`src/rtl/scan_controller_pkg.sv`:
```
// Shared sizes and all-off drive constants for the LED matrix / 7-seg scan controller.
package scan_pkg;
  localparam int N_COLS = 5;
  localparam int N_ROWS = 7;
  localparam int N_DIGS = 3;
  localparam int N_SEGS = 7;
  localparam int COL_AW = 3;
  localparam int DIG_AW = 2;

  // Pin levels that leave every LED dark (digit enables and segments are active-low).
  localparam logic [N_COLS-1:0] COLS_OFF = '0;
  localparam logic [N_ROWS-1:0] ROWS_OFF = '0;
  localparam logic [N_DIGS-1:0] DIGS_OFF = '1;
  localparam logic [N_SEGS-1:0] SEGS_OFF = '1;
endpackage

```
`src/rtl/scan_controller_if.sv`:
```
// Buffer write bus from the decoder plus the physical display pins.
interface scan_controller_if;
  import scan_pkg::*;

  logic              col_wr;
  logic [COL_AW-1:0] col_addr;
  logic [N_ROWS-1:0] col_data;
  logic              dig_wr;
  logic [DIG_AW-1:0] dig_addr;
  logic [N_SEGS-1:0] dig_data;

  logic [N_COLS-1:0] cols;
  logic [N_ROWS-1:0] rows;
  logic [N_DIGS-1:0] digs;
  logic [N_SEGS-1:0] segs;
  logic              slot_tick;

  modport master (
    output col_wr, col_addr, col_data, dig_wr, dig_addr, dig_data,
    input  cols, rows, digs, segs, slot_tick
  );

  modport slave (
    input  col_wr, col_addr, col_data, dig_wr, dig_addr, dig_data,
    output cols, rows, digs, segs, slot_tick
  );
endinterface

```
`src/rtl/scan_controller_divider.sv`:
```
// Slot prescaler: counts clocks within a slot, freezes while disabled, flags the blank gap.
module scan_divider #(
    parameter int CLK_DIV = 50000,
    parameter int BLANK   = 4
) (
    input  logic clk,
    input  logic rst,
    input  logic en,
    output logic tick,
    output logic blank
);
    localparam int CW = $clog2(CLK_DIV);

    logic [CW-1:0] div_cnt;

    // tick is qualified by en so a frozen last cycle never advances the slot
    assign tick  = en && (div_cnt == CW'(CLK_DIV - 1));
    assign blank = (div_cnt < CW'(BLANK));

    always_ff @(posedge clk) begin
        if (rst)
            div_cnt <= '0;
        else if (en)
            div_cnt <= tick ? '0 : div_cnt + 1'b1;
    end
endmodule

```
`src/rtl/scan_controller.sv`:
```
// Column/digit time-multiplexer: frame and digit buffers, slot indices, registered pin drive.
module scan_controller import scan_pkg::*; #(
    parameter int CLK_DIV = 50000,
    parameter int BLANK   = 4
) (
    input  logic              clk,
    input  logic              rst,
    input  logic              en,
    scan_controller_if.slave  bus
);
    logic [N_ROWS-1:0] fb [N_COLS];
    logic [N_SEGS-1:0] db [N_DIGS];
    logic [2:0]        col_idx;
    logic [1:0]        dig_idx;
    logic              tick;
    logic              blank;

    scan_divider #(.CLK_DIV(CLK_DIV), .BLANK(BLANK)) u_div (
        .clk   (clk),
        .rst   (rst),
        .en    (en),
        .tick  (tick),
        .blank (blank)
    );

    always_ff @(posedge clk) begin
        if (rst) begin
            col_idx <= '0;
            dig_idx <= '0;
        end else if (tick) begin
            col_idx <= (col_idx == 3'(N_COLS - 1)) ? '0 : col_idx + 1'b1;
            dig_idx <= (dig_idx == 2'(N_DIGS - 1)) ? '0 : dig_idx + 1'b1;
        end
    end

    // Out-of-range addresses simply fall through without touching any entry.
    always_ff @(posedge clk) begin
        if (rst) begin
            for (int i = 0; i < N_COLS; i++) fb[i] <= '0;
            for (int i = 0; i < N_DIGS; i++) db[i] <= '0;
        end else begin
            if (bus.col_wr && (bus.col_addr < COL_AW'(N_COLS)))
                fb[bus.col_addr] <= bus.col_data;
            if (bus.dig_wr && (bus.dig_addr < DIG_AW'(N_DIGS)))
                db[bus.dig_addr] <= bus.dig_data;
        end
    end

    always_ff @(posedge clk) begin
        if (rst || !en || blank) begin
            bus.cols <= COLS_OFF;
            bus.rows <= ROWS_OFF;
            bus.digs <= DIGS_OFF;
            bus.segs <= SEGS_OFF;
        end else begin
            bus.cols <= N_COLS'(1) << col_idx;
            bus.rows <= fb[col_idx];
            bus.digs <= ~(N_DIGS'(1) << dig_idx);
            bus.segs <= ~db[dig_idx];
        end
        bus.slot_tick <= !rst && tick;
    end
endmodule
```
`src/flat_wrapper.sv`:
```
// flat-port wrapper written by rule: the top's interface ports become plain ports
module scan_controller_flat import scan_pkg::*;
#(
    parameter int CLK_DIV = 50000,
    parameter int BLANK   = 4
)
  (clk, rst, en, bus_col_wr, bus_col_addr, bus_col_data, bus_dig_wr, bus_dig_addr, bus_dig_data, bus_cols, bus_rows, bus_digs, bus_segs, bus_slot_tick);
  scan_controller_if bus_i ();
  input  logic clk;
  input  logic rst;
  input  logic en;
  input wire logic [$bits(bus_i.col_wr)-1:0] bus_col_wr;
  input wire logic [$bits(bus_i.col_addr)-1:0] bus_col_addr;
  input wire logic [$bits(bus_i.col_data)-1:0] bus_col_data;
  input wire logic [$bits(bus_i.dig_wr)-1:0] bus_dig_wr;
  input wire logic [$bits(bus_i.dig_addr)-1:0] bus_dig_addr;
  input wire logic [$bits(bus_i.dig_data)-1:0] bus_dig_data;
  output wire logic [$bits(bus_i.cols)-1:0] bus_cols;
  output wire logic [$bits(bus_i.rows)-1:0] bus_rows;
  output wire logic [$bits(bus_i.digs)-1:0] bus_digs;
  output wire logic [$bits(bus_i.segs)-1:0] bus_segs;
  output wire logic [$bits(bus_i.slot_tick)-1:0] bus_slot_tick;
  assign bus_i.col_wr = bus_col_wr;
  assign bus_i.col_addr = bus_col_addr;
  assign bus_i.col_data = bus_col_data;
  assign bus_i.dig_wr = bus_dig_wr;
  assign bus_i.dig_addr = bus_dig_addr;
  assign bus_i.dig_data = bus_dig_data;
  assign bus_cols = bus_i.cols;
  assign bus_rows = bus_i.rows;
  assign bus_digs = bus_i.digs;
  assign bus_segs = bus_i.segs;
  assign bus_slot_tick = bus_i.slot_tick;
  scan_controller #(.CLK_DIV(CLK_DIV), .BLANK(BLANK)) u_core (.clk(clk), .rst(rst), .en(en), .bus(bus_i));
endmodule
```
`config.mk`:
```
export PLATFORM = sky130hd
export DESIGN_NAME = scan_controller_flat
export DESIGN_NICKNAME = d
export VERILOG_FILES = /design/src/rtl/scan_controller_pkg.sv /design/src/rtl/scan_controller_if.sv /design/src/rtl/scan_controller_divider.sv /design/src/rtl/scan_controller.sv /design/src/flat_wrapper.sv
export SDC_FILE = /design/constraint.sdc
export NUM_CORES = 1
export LEC_CHECK = 0
export ABC_AREA = 0
export CORE_AREA = 2 2 96 117
export DETAILED_ROUTE_END_ITERATION = 8
export DIE_AREA = 0 0 98 119
export PLACE_DENSITY = 0.74
export SLEW_MARGIN = 20
export SYNTH_ARGS = -nofsm -noshare
export SYNTH_HDL_FRONTEND = slang
export SYNTH_SLANG_ARGS = --single-unit
```
`constraint.sdc`:
```
create_clock -name clk -period 1.6 [get_ports clk]
set_input_delay 0.48 -clock clk [delete_from_list [all_inputs] [get_ports clk]]
set_output_delay 0.48 -clock clk [all_outputs]
set_load 0.01 [all_outputs]
```
==> metrics.yaml, run 1 <==
end_kind: "flip-flop"
async_reset_ff_share_pct: 0
skew_ns: 0.006297
dr.pass1.iters: 4
sw_frac_of_total_pct: 20.66
ys.flop_type: "edfxtp_1"
core_um2: 10670
combinationalPowerShare_pct: 3.9
worstSetupPathType: "input pin to flip-flop"
peakVddDrop_mv: 0.8419
holdBufCountCts: 0
sequentialPowerShare_pct: 49.6
whs_path_depth: 2
grt_max_degree: 17
hold_class: "input pin to flip-flop"
wl_per_cell_um: 15.68
intPower_w: 0.006051
synth-edff-count: 84
dp.cells: 593
rows: 42
nFillCells: 799
cts.sinks: 130
switchingPower_w: 0.001575
insertion_delay_ns: 0.41
cap_violations: 0
hpwl_mm: 6.873
p_per_area_nw_per_um2: 1122
clock_path_buffers: 2
worstHoldStart: "en"
cts_tree: "built"
leakage_nw: 2.469
gr-total-overflow: 0
period_needed_ns: 1.567
r2r-start: "u_core.u_div.div_cnt[11]"
status: "completed"
final_util_pct: 63.71
cts_max_level: 4
drt_iter0_markers: 154
syn_inst: 372
min_to: "u_core.u_div.div_cnt[1]"
cts_root_buffer: "clkbuf_16"
drive_gt1_share_pct: 22.02
drc_errors: 0
vias_per_cell: 5.164
worstPathRequired_ns: 1.71
grt_use_total_pct: 18.16
layout_commonest_cell: "edfxtp_1"
dieWidth_um: 98
ant_nets: 0
slew_violations: 0
initial_core_util_pct: 49.57
path_clk_slew_ns: 0.05
layout_common_cells: "edfxtp_1, and2_1, dfxtp_1"
hold_violations: 0
drt-met1-wl_mm: 4.002
syn_area_per_cell_um2: 14.21
numCtsBuffers: 17
path_max_fanout: 7
place_ws_ns: -0.4904
setup_ws_ns: 0.03302
grt_pass1_vias: 3343
r2r_cells: 4
wl_met3_um: 421
antenna_found_initial: 0
syn_area_um2: 5288
stdcell_count: 627
p_clk_share_pct: 46.5
routabilityCongestion: 0.7881
met2_length_mm: 5.207
yosys_warnings: 0
finalSetupViolCount: 0
num_vias: 3238
fmax_ghz: 0.6382
grt_setup_unrepaired: "yes"
ys_seq_elements: 130
startpoint_type: "input pin"
nNetsFinal: 509
finalCritPeriodShare_pct: 97.94
cp_data_arrival_time_ns: 1.68
io_buffers: 46
area_delta_synth_final_pct: 28.54
antenna_cells: 0
total_power_w: 0.007626
grt_pass1_wl_mm: 16.24
ys_seq_area_share_pct: 65.12
wl_mm: 9.829
ioPinCount: 47
die_y_um: 119
top_layer_used: "met4"
ys_types: 45
die_area_um2: 11660
ff2ff_setup_slack_ns: 0.05
==> timing repair <==
action / 4_1_cts / 5_1_grt
gates resized for setup: 28 / 11
gates cloned: 0 / 0
buffers inserted: 0 / 2
pin swaps: 2 / 3
endpoints found under the setup margin: 60 / 64
==> worst max-delay path: stages <==
cell,delay (ns)
clkdlybuf4s50_1,0.46
nand3b_1,0.21
nor3_1,0.27
or2_4,0.25
==> kinds of logic after synthesis <==
| kind of cell | Yosys count | synth area share [%] |
|---|---|---|
| compound gates | 13 | 1.420 |
| xor+xnor | 14 | 2.319 |
| fa+ha+maj | 3 | 0.7100 |
| buf+inv | 20 | 1.987 |
| flops | 130 | 65.12 |
| mux | 28 | 10.27 |
| other cells | 1 | 0.07092 |
| simple gates | 163 | 18.10 |
==> routing by layer <==
metal | track usage [%] | vias up
li1 | - | 1567
met1 | 20.51 | 1569
met2 | 32.15 | 83
met3 | 4.812 | 19
met4 | 7.899 | 0
met5 | 0 | -
==> worst max-delay path by stage <==
stage | startpoint | end | slack, ns | depth (start not counted)
2_1_floorplan | rst | u_core.db[2][0] | 0.008 | 3
3_3_place_gp | rst | u_core.fb[1][0] | -0.48 | 4
3_5_place_dp | rst | u_core.fb[2][4] | -0.49 | 4
4_1_cts | u_core.u_div.div_cnt[11] | u_core.u_div.div_cnt[14] | 0.01 | 5
5_1_grt | bus_col_addr[1] | u_core.fb[0][6] | -0.03 | 5
6_report | bus_col_addr[2] | u_core.fb[1][6] | 0.03 | 4
==> power groups by stage <==
stage / Combinational [W] / Sequential [W] / Clock, W
3_3_place_gp: 0.000281 / 0.00384 / 0
3_5_place_dp: 0.000290 / 0.00385 / 0
4_1_cts: 0.000291 / 0.00378 / 0.00361
6_report: 0.000296 / 0.00378 / 0.00355
2_1_floorplan: 0.000150 / 0.00383 / 0
5_1_grt: 0.000324 / 0.00380 / 0.00374
==> through the flow <==
| step | TNS (ns) | area, um2 | hold WS, ns |
|---|---|---|---|
| after floorplan | 0 | 5389 | 0.4093 |
| after global placement | -50.55 | 6215 | 0.4445 |
| after detailed placement | -57.37 | 6215 | 0.4323 |
| after CTS | 0 | 6753 | 0.4442 |
| after global routing | -0.3893 | 6797 | 0.4470 |
| final | 0 | 6797 | 0.4232 |
==> synth_stat cells, types with 2 or more instances <==
| cell | number | area [um2] |
|---|---|---|
| dfxtp_1 | 46 | 920.9 |
| nand2b_1 | 3 | 18.77 |
| nor3b_1 | 4 | 30.03 |
| xnor2_1 | 10 | 87.58 |
| xor2_1 | 4 | 35.03 |
| ha_1 | 3 | 37.54 |
| mux2i_1 | 7 | 70.07 |
| nand4_1 | 8 | 50.05 |
| or2_2 | 8 | 50.05 |
| nor2b_1 | 2 | 12.51 |
| a21oi_1 | 5 | 25.02 |
| buf_4 | 4 | 30.03 |
| buf_2 | 4 | 20.02 |
| and2_1 | 58 | 362.9 |
| nor3_1 | 9 | 45.04 |
| nor4_1 | 8 | 50.05 |
| nor2_1 | 28 | 105.1 |
| inv_1 | 4 | 15.01 |
| clkbuf_1 | 4 | 15.01 |
| mux4_2 | 21 | 473.0 |
| edfxtp_1 | 84 | 2522 |
| nand3b_1 | 2 | 15.01 |
| clkbuf_2 | 2 | 10.01 |
| o21ai_0 | 4 | 20.02 |
| nand2_1 | 19 | 71.32 |
| nand3_1 | 2 | 10.01 |
==> registers in the layout, indices dropped and copies added (netlist names), named ones only <==
| name | count |
|---|---|
| u_core.dig_idx | 2 |
| u_core.db | 28 |
| u_core.fb | 56 |
| u_core.col_idx | 3 |
| u_core.bus.digs | 3 |
| u_core.bus.slot_tick | 1 |
| u_core.u_div.div_cnt | 16 |
| u_core.bus.cols | 5 |
| u_core.bus.segs | 7 |
| u_core.bus.rows | 7 |
==> cell type report <==
cell class / count / area, um2 / area share [%]
Inverter: 4 / 15.01 / 0.2209
Timing Repair Buffer: 80 / 738.2 / 10.86
Clock buffer: 18 / 439.2 / 6.462
Multi-Input combinational cell: 249 / 1878 / 27.63
Sequential cell: 130 / 3446 / 50.70
Clock inverter: 14 / 115.1 / 1.694
Tap cell: 132 / 165.2 / 2.430
Note: power is estimated with default switching activity, not from simulation.
==> run 2, diff against run 1 <==
- SKIP_CTS_REPAIR_TIMING: default -> 1
==> run 2 against run 1 <==
Effect of this change: total power is 0.13% higher; flip-flop and latch count did not move; sequential share of layout area is 0.77 points lower; critical path type unchanged; count of clock-buffer cells in the layout unchanged; final cell count shrank 0.32%; largest cell class unchanged; clock skew hardly changed; design area grew 1.5%; first-iteration DRC count increased by 5.8%.
==> metrics.yaml, run 2 (synthesis results as in run 1) <==
status: "completed"
grt_pass1_wl_mm: 16.19
wl_mm: 9.965
end_kind: "flip-flop"
reg_top3: "u_core.fb: 56 flops, u_core.db: 28 flops, u_core.u_div.div_cnt: 16 flops"
nNetsFinal: 507
ioPinCount: 47
die_y_um: 119
cts_root_buffer: "clkbuf_16"
rows: 42
r2r-end: "u_core.u_div.div_cnt[5]"
cp_top_family: "buffers and inverters"
antenna_found_initial: 0
startpoint_type: "input pin"
drive_gt1_share_pct: 22.31
crit_buf_inv: 1
hpwl_mm: 6.873
num_vias: 3212
drt_iter0_markers: 163
max_stage_delay_ns: 0.60
ant_nets: 0
worstHoldStart: "en"
peakVddDrop_mv: 0.8387
cts_tree: "built"
whs_path_depth: 2
area_delta_synth_final_pct: 30.53
finalCritPeriodShare_pct: 97.93
final_util_pct: 64.70
insertion_delay_ns: 0.41
hold_class: "input pin to flip-flop"
grt_setup_unrepaired: "yes"
layout_common_cells: "edfxtp_1, and2_1, dfxtp_1"
cts.sinks: 130
dp.cells: 593
antenna_cells: 0
drt-met1-wl_mm: 4.005
wl_per_cell_um: 15.94
clock_path_buffers: 2
r2r-start: "u_core.u_div.div_cnt[11]"
finalSetupViolCount: 0
top_register: "u_core.fb"
fmax_ghz: 0.6382
p_per_area_nw_per_um2: 1106
layout_commonest_cell: "edfxtp_1"
dr.pass1.iters: 4
die_area_um2: 11660
crit_chain: "clkdlybuf4s50_1, nand3b_1, nor3_2, or2_4"
fin_hold_ws_ns: 0.4227
cap_violations: 0
slew_violations: 0
grt_use_total_pct: 18.11
cts_max_level: 4
period_needed_ns: 1.567
io_buffers: 46
worstPathRequired_ns: 1.71
leakage_nw: 2.680
numCtsBuffers: 17
path_max_fanout: 7
cp_slowest_cell: "clkdlybuf4s50_1"
core_um2: 10670
vias_per_cell: 5.139
r2r_cells: 5
min_to: "u_core.u_div.div_cnt[1]"
worstSetupPathType: "input pin to flip-flop"
skew_ns: 0.006350
path_clk_slew_ns: 0.05
cp_data_arrival_time_ns: 1.68
grt_pass1_vias: 3329
stdcell_count: 625
top_layer_used: "met4"
gr-total-overflow: 0
drc_errors: 0
routabilityCongestion: 0.7881
dieWidth_um: 98
initial_core_util_pct: 49.57
hold_violations: 0
wl_met3_um: 448
grt_max_degree: 17
met2_length_mm: 5.385
ff2ff_setup_slack_ns: 0.04
largest_reg_flops: 56
==> run 2: cell count changes in the layout (fill, tap and decap cells not counted), moves of 2 or more <==
cell,before,now
buf_4,30,28
dlygate4sd2_1,24,0
dlymetal6s2s_1,1,25
nor3_1,9,7
nor3_2,1,3
nor3b_1,4,2
nor3b_2,0,2
==> run 2: worst reg2reg max path: cells and delay by family, from the launching register on <==
family	cells	cell delay [ns]
and+or+nand+nor	3	0.80
buffers and inverters	1	0.14
DFF	1	0.35
AOI/OAI and AO/OA	1	0.17
==> run 2: worst max-delay path by stage <==
stage                          endpoint  cells after the start                startpoint
6_report                u_core.fb[1][6]                      4           bus_col_addr[0]
5_1_grt        u_core.u_div.div_cnt[14]                      5  u_core.u_div.div_cnt[11]
4_1_cts                     bus_cols[3]                      1        u_core.bus.cols[3]
3_5_place_dp            u_core.fb[2][4]                      4                       rst
3_3_place_gp            u_core.fb[1][0]                      4                       rst
2_1_floorplan           u_core.db[2][0]                      3                       rst
==> run 2: final cells by class <==
type                    instances  area (um2)
clock inverters                14       115.1
well taps                     132       165.2
flip-flops and latches        130        3446
fillers                       781        3766
clock buffers                  18       439.2
multi-input cells             249        1908
inverters                       4       15.01
repair buffers                 78       813.3
==> run 2: through the flow <==
step                worst slack (ns)  setup TNS [ns]  total power (W)  area [um2]
CTS                          -0.1995          -4.622         0.007680        6769
floorplan                   0.008186               0         0.003979        5389
global route                -0.03912         -0.3539         0.007871        6902
detailed placement           -0.4904          -57.37         0.004140        6215
finish                       0.03306               0         0.007636        6902
global placement             -0.4776          -50.55         0.004122        6215
==> run 2: metal layers <==
layer | up-vias | GRT usage [%]
met5 | - | 0
met4 | 0 | 7.639
met3 | 10 | 4.754
met2 | 75 | 32.19
met1 | 1571 | 20.47
li1 | 1556 | -
==> run 2: power by group <==
part,switching (W),internal (W)
sequential,0.0000438,0.00374
combinational,0.000146,0.000159
clock,0.00139,0.00216
total,0.00158,0.00606
==> run 3, diff against run 2 <==
- CELL_PAD_IN_SITES_DETAIL_PLACEMENT: default -> 1
- CELL_PAD_IN_SITES_GLOBAL_PLACEMENT: default -> 1
- CORE_AREA: 2 2 96 117 -> 2 2 105 127
- DIE_AREA: 0 0 98 119 -> 0 0 107 129
- PLACE_DENSITY: 0.74 -> default
- PLACE_DENSITY_LB_ADDON: default -> 0.1
==> run 3 against run 2 <==
Effect of this change: final cell count up 6.1%; critical path depth is 1 higher; sequential power barely moved; sequential share of layout area is 1.6 points lower; register-to-register slack about the same; clock power is 17% higher; worst hold slack improved by 0.047 ns; clock skew up 0.0016 ns.
==> metrics.yaml, run 3 (synthesis results as in run 1) <==
status: "completed"
drive_gt1_share_pct: 24.65
grt_pass1_wl_mm: 18.51
worstSetupPathType: "flip-flop to flip-flop"
vias_per_cell: 4.955
worstPathRequired_ns: 1.89
nNetsFinal: 513
wl_per_cell_um: 17.46
dr.pass1.iters: 4
p_clk_share_pct: 50.3
end_kind: "flip-flop"
cap_violations: 0
antenna_found_initial: 0
top_register: "u_core.fb"
path_clk_slew_ns: 0.06
grt_pass1_vias: 3558
hold_class: "flip-flop to flip-flop"
intPower_w: 0.006661
grt_max_degree: 17
drt_iter0_markers: 85
reg_top3: "u_core.fb: 56 flops, u_core.db: 28 flops, u_core.u_div.div_cnt: 16 flops"
initial_core_util_pct: 42.11
stdcell_count: 663
sequentialPowerShare_pct: 45.9
switchingPower_w: 0.001584
period_needed_ns: 1.574
cts.sinks: 130
p_per_area_nw_per_um2: 1157
routabilityCongestion: 0.7887
ioPinCount: 47
min_to: "u_core.bus.digs[2]"
peakVddDrop_mv: 0.9655
die_area_um2: 13800
slew_violations: 0
r2r-start: "u_core.u_div.div_cnt[12]"
r2r-end: "u_core.dig_idx[1]"
crit_start: "u_core.u_div.div_cnt[12]"
core_um2: 12560
grt_setup_unrepaired: "yes"
crit_chain: "nor4_4, nand4_4, buf_4, o21ai_0, a21oi_2"
num_vias: 3285
io_buffers: 46
layout_commonest_cell: "edfxtp_1"
cts_root_buffer: "clkbuf_16"
cts_tree: "built"
combinationalPowerShare_pct: 3.9
dp.cells: 631
hold_violations: 0
hpwl_mm: 7.812
finalSetupViolCount: 0
whs_path_depth: 1
fmax_ghz: 0.6353
antenna_cells: 0
numCtsBuffers: 17
largest_reg_flops: 56
cp_data_arrival_time_ns: 1.86
cts_max_level: 4
ff2ff_setup_slack_ns: 0.03
finalCritPeriodShare_pct: 98.38
grt_use_total_pct: 18.28
cp_slowest_cell: "nor4_4"
wl_mm: 11.58
r2r_cells: 5
dieWidth_um: 107
die_y_um: 129
path_max_fanout: 7
ant_nets: 0
rows: 45
clock_path_buffers: 2
layout_common_cells: "edfxtp_1, and2_1, dfxtp_1"
skew_ns: 0.007924
worstHoldStart: "u_core.dig_idx[1]"
gr-total-overflow: 0
drc_errors: 0
leakage_nw: 2.767
insertion_delay_ns: 0.42
startpoint_type: "flip-flop"
max_stage_delay_ns: 0.40
sw_frac_of_total_pct: 19.21
area_delta_synth_final_pct: 34.76
final_util_pct: 56.75
run 3: cell count changes in the layout (fill, tap and decap cells not counted), sizes merged:
| cell | delta |
|---|---|
| clkinvlp | -3 |
| buf | +6 |
| clkinv | -3 |
| inv | -1 |
| bufinv | +3 |
| clkbuf | +4 |
run 3: metal layers:
metal | part of all wire [%] | GRT usage, % | vias up
met5 | 0 | 0 | -
li1 | - | - | 1565
met4 | 1.2 | 6.646 | 0
met1 | 42 | 21.09 | 1659
met3 | 3.1 | 5.420 | 10
met2 | 54 | 32.26 | 51
run 3: layout make-up:
class                   count  area [um2]
repair buffers             84       870.8
multi-input cells         249        1948
inverters                   4       15.01
well taps                 164       205.2
clock buffers              22       484.2
clock inverters            10       155.1
fillers                  1232        5430
flip-flops and latches    130        3447
run 3: through the flow:
stage	setup WS [ns]	area, um2	setup TNS, ns	total power, W	hold WS [ns]
2_1_floorplan	0.008186	5389	0	0.003979	0.4093
3_3_place_gp	-0.4363	6312	-50.41	0.004139	0.4572
3_5_place_dp	-0.5618	6312	-62.35	0.004158	0.4487
4_1_cts	-0.1718	6952	-6.548	0.008304	0.4612
5_1_grt	-0.03554	7126	-0.1061	0.008498	0.4730
6_report	0.02597	7126	0	0.008244	0.4699
run 3: worst max path at each step:
stage               depth (start not counted)                end  slack [ns]
floorplan                                   3    u_core.db[2][0]       0.008
global placement                            4    u_core.db[2][3]       -0.44
detailed placement                          4    u_core.db[1][3]       -0.56
CTS                                         1        bus_cols[1]       -0.17
global route                                5  u_core.dig_idx[1]       -0.04
finish                                      5  u_core.dig_idx[1]        0.03
run 3: critical path, delay by kind of cell, from the launching register on:
kind	cells	cell delay [ns]
AND/OR/NAND/NOR	2	0.54
flip-flops	1	0.34
buffers and inverters	1	0.18
AO/OA/AOI/OAI	2	0.37
run 3: power by group through the flow:
stage                     clock [W]  combinational [W]  sequential [W]
final                       0.00414           0.000319         0.00378
after global routing        0.00436           0.000348         0.00379
after CTS                   0.00421           0.000311         0.00378
after detailed placement          0           0.000308         0.00385
after global placement            0           0.000301         0.00384
after floorplan                   0           0.000150         0.00383
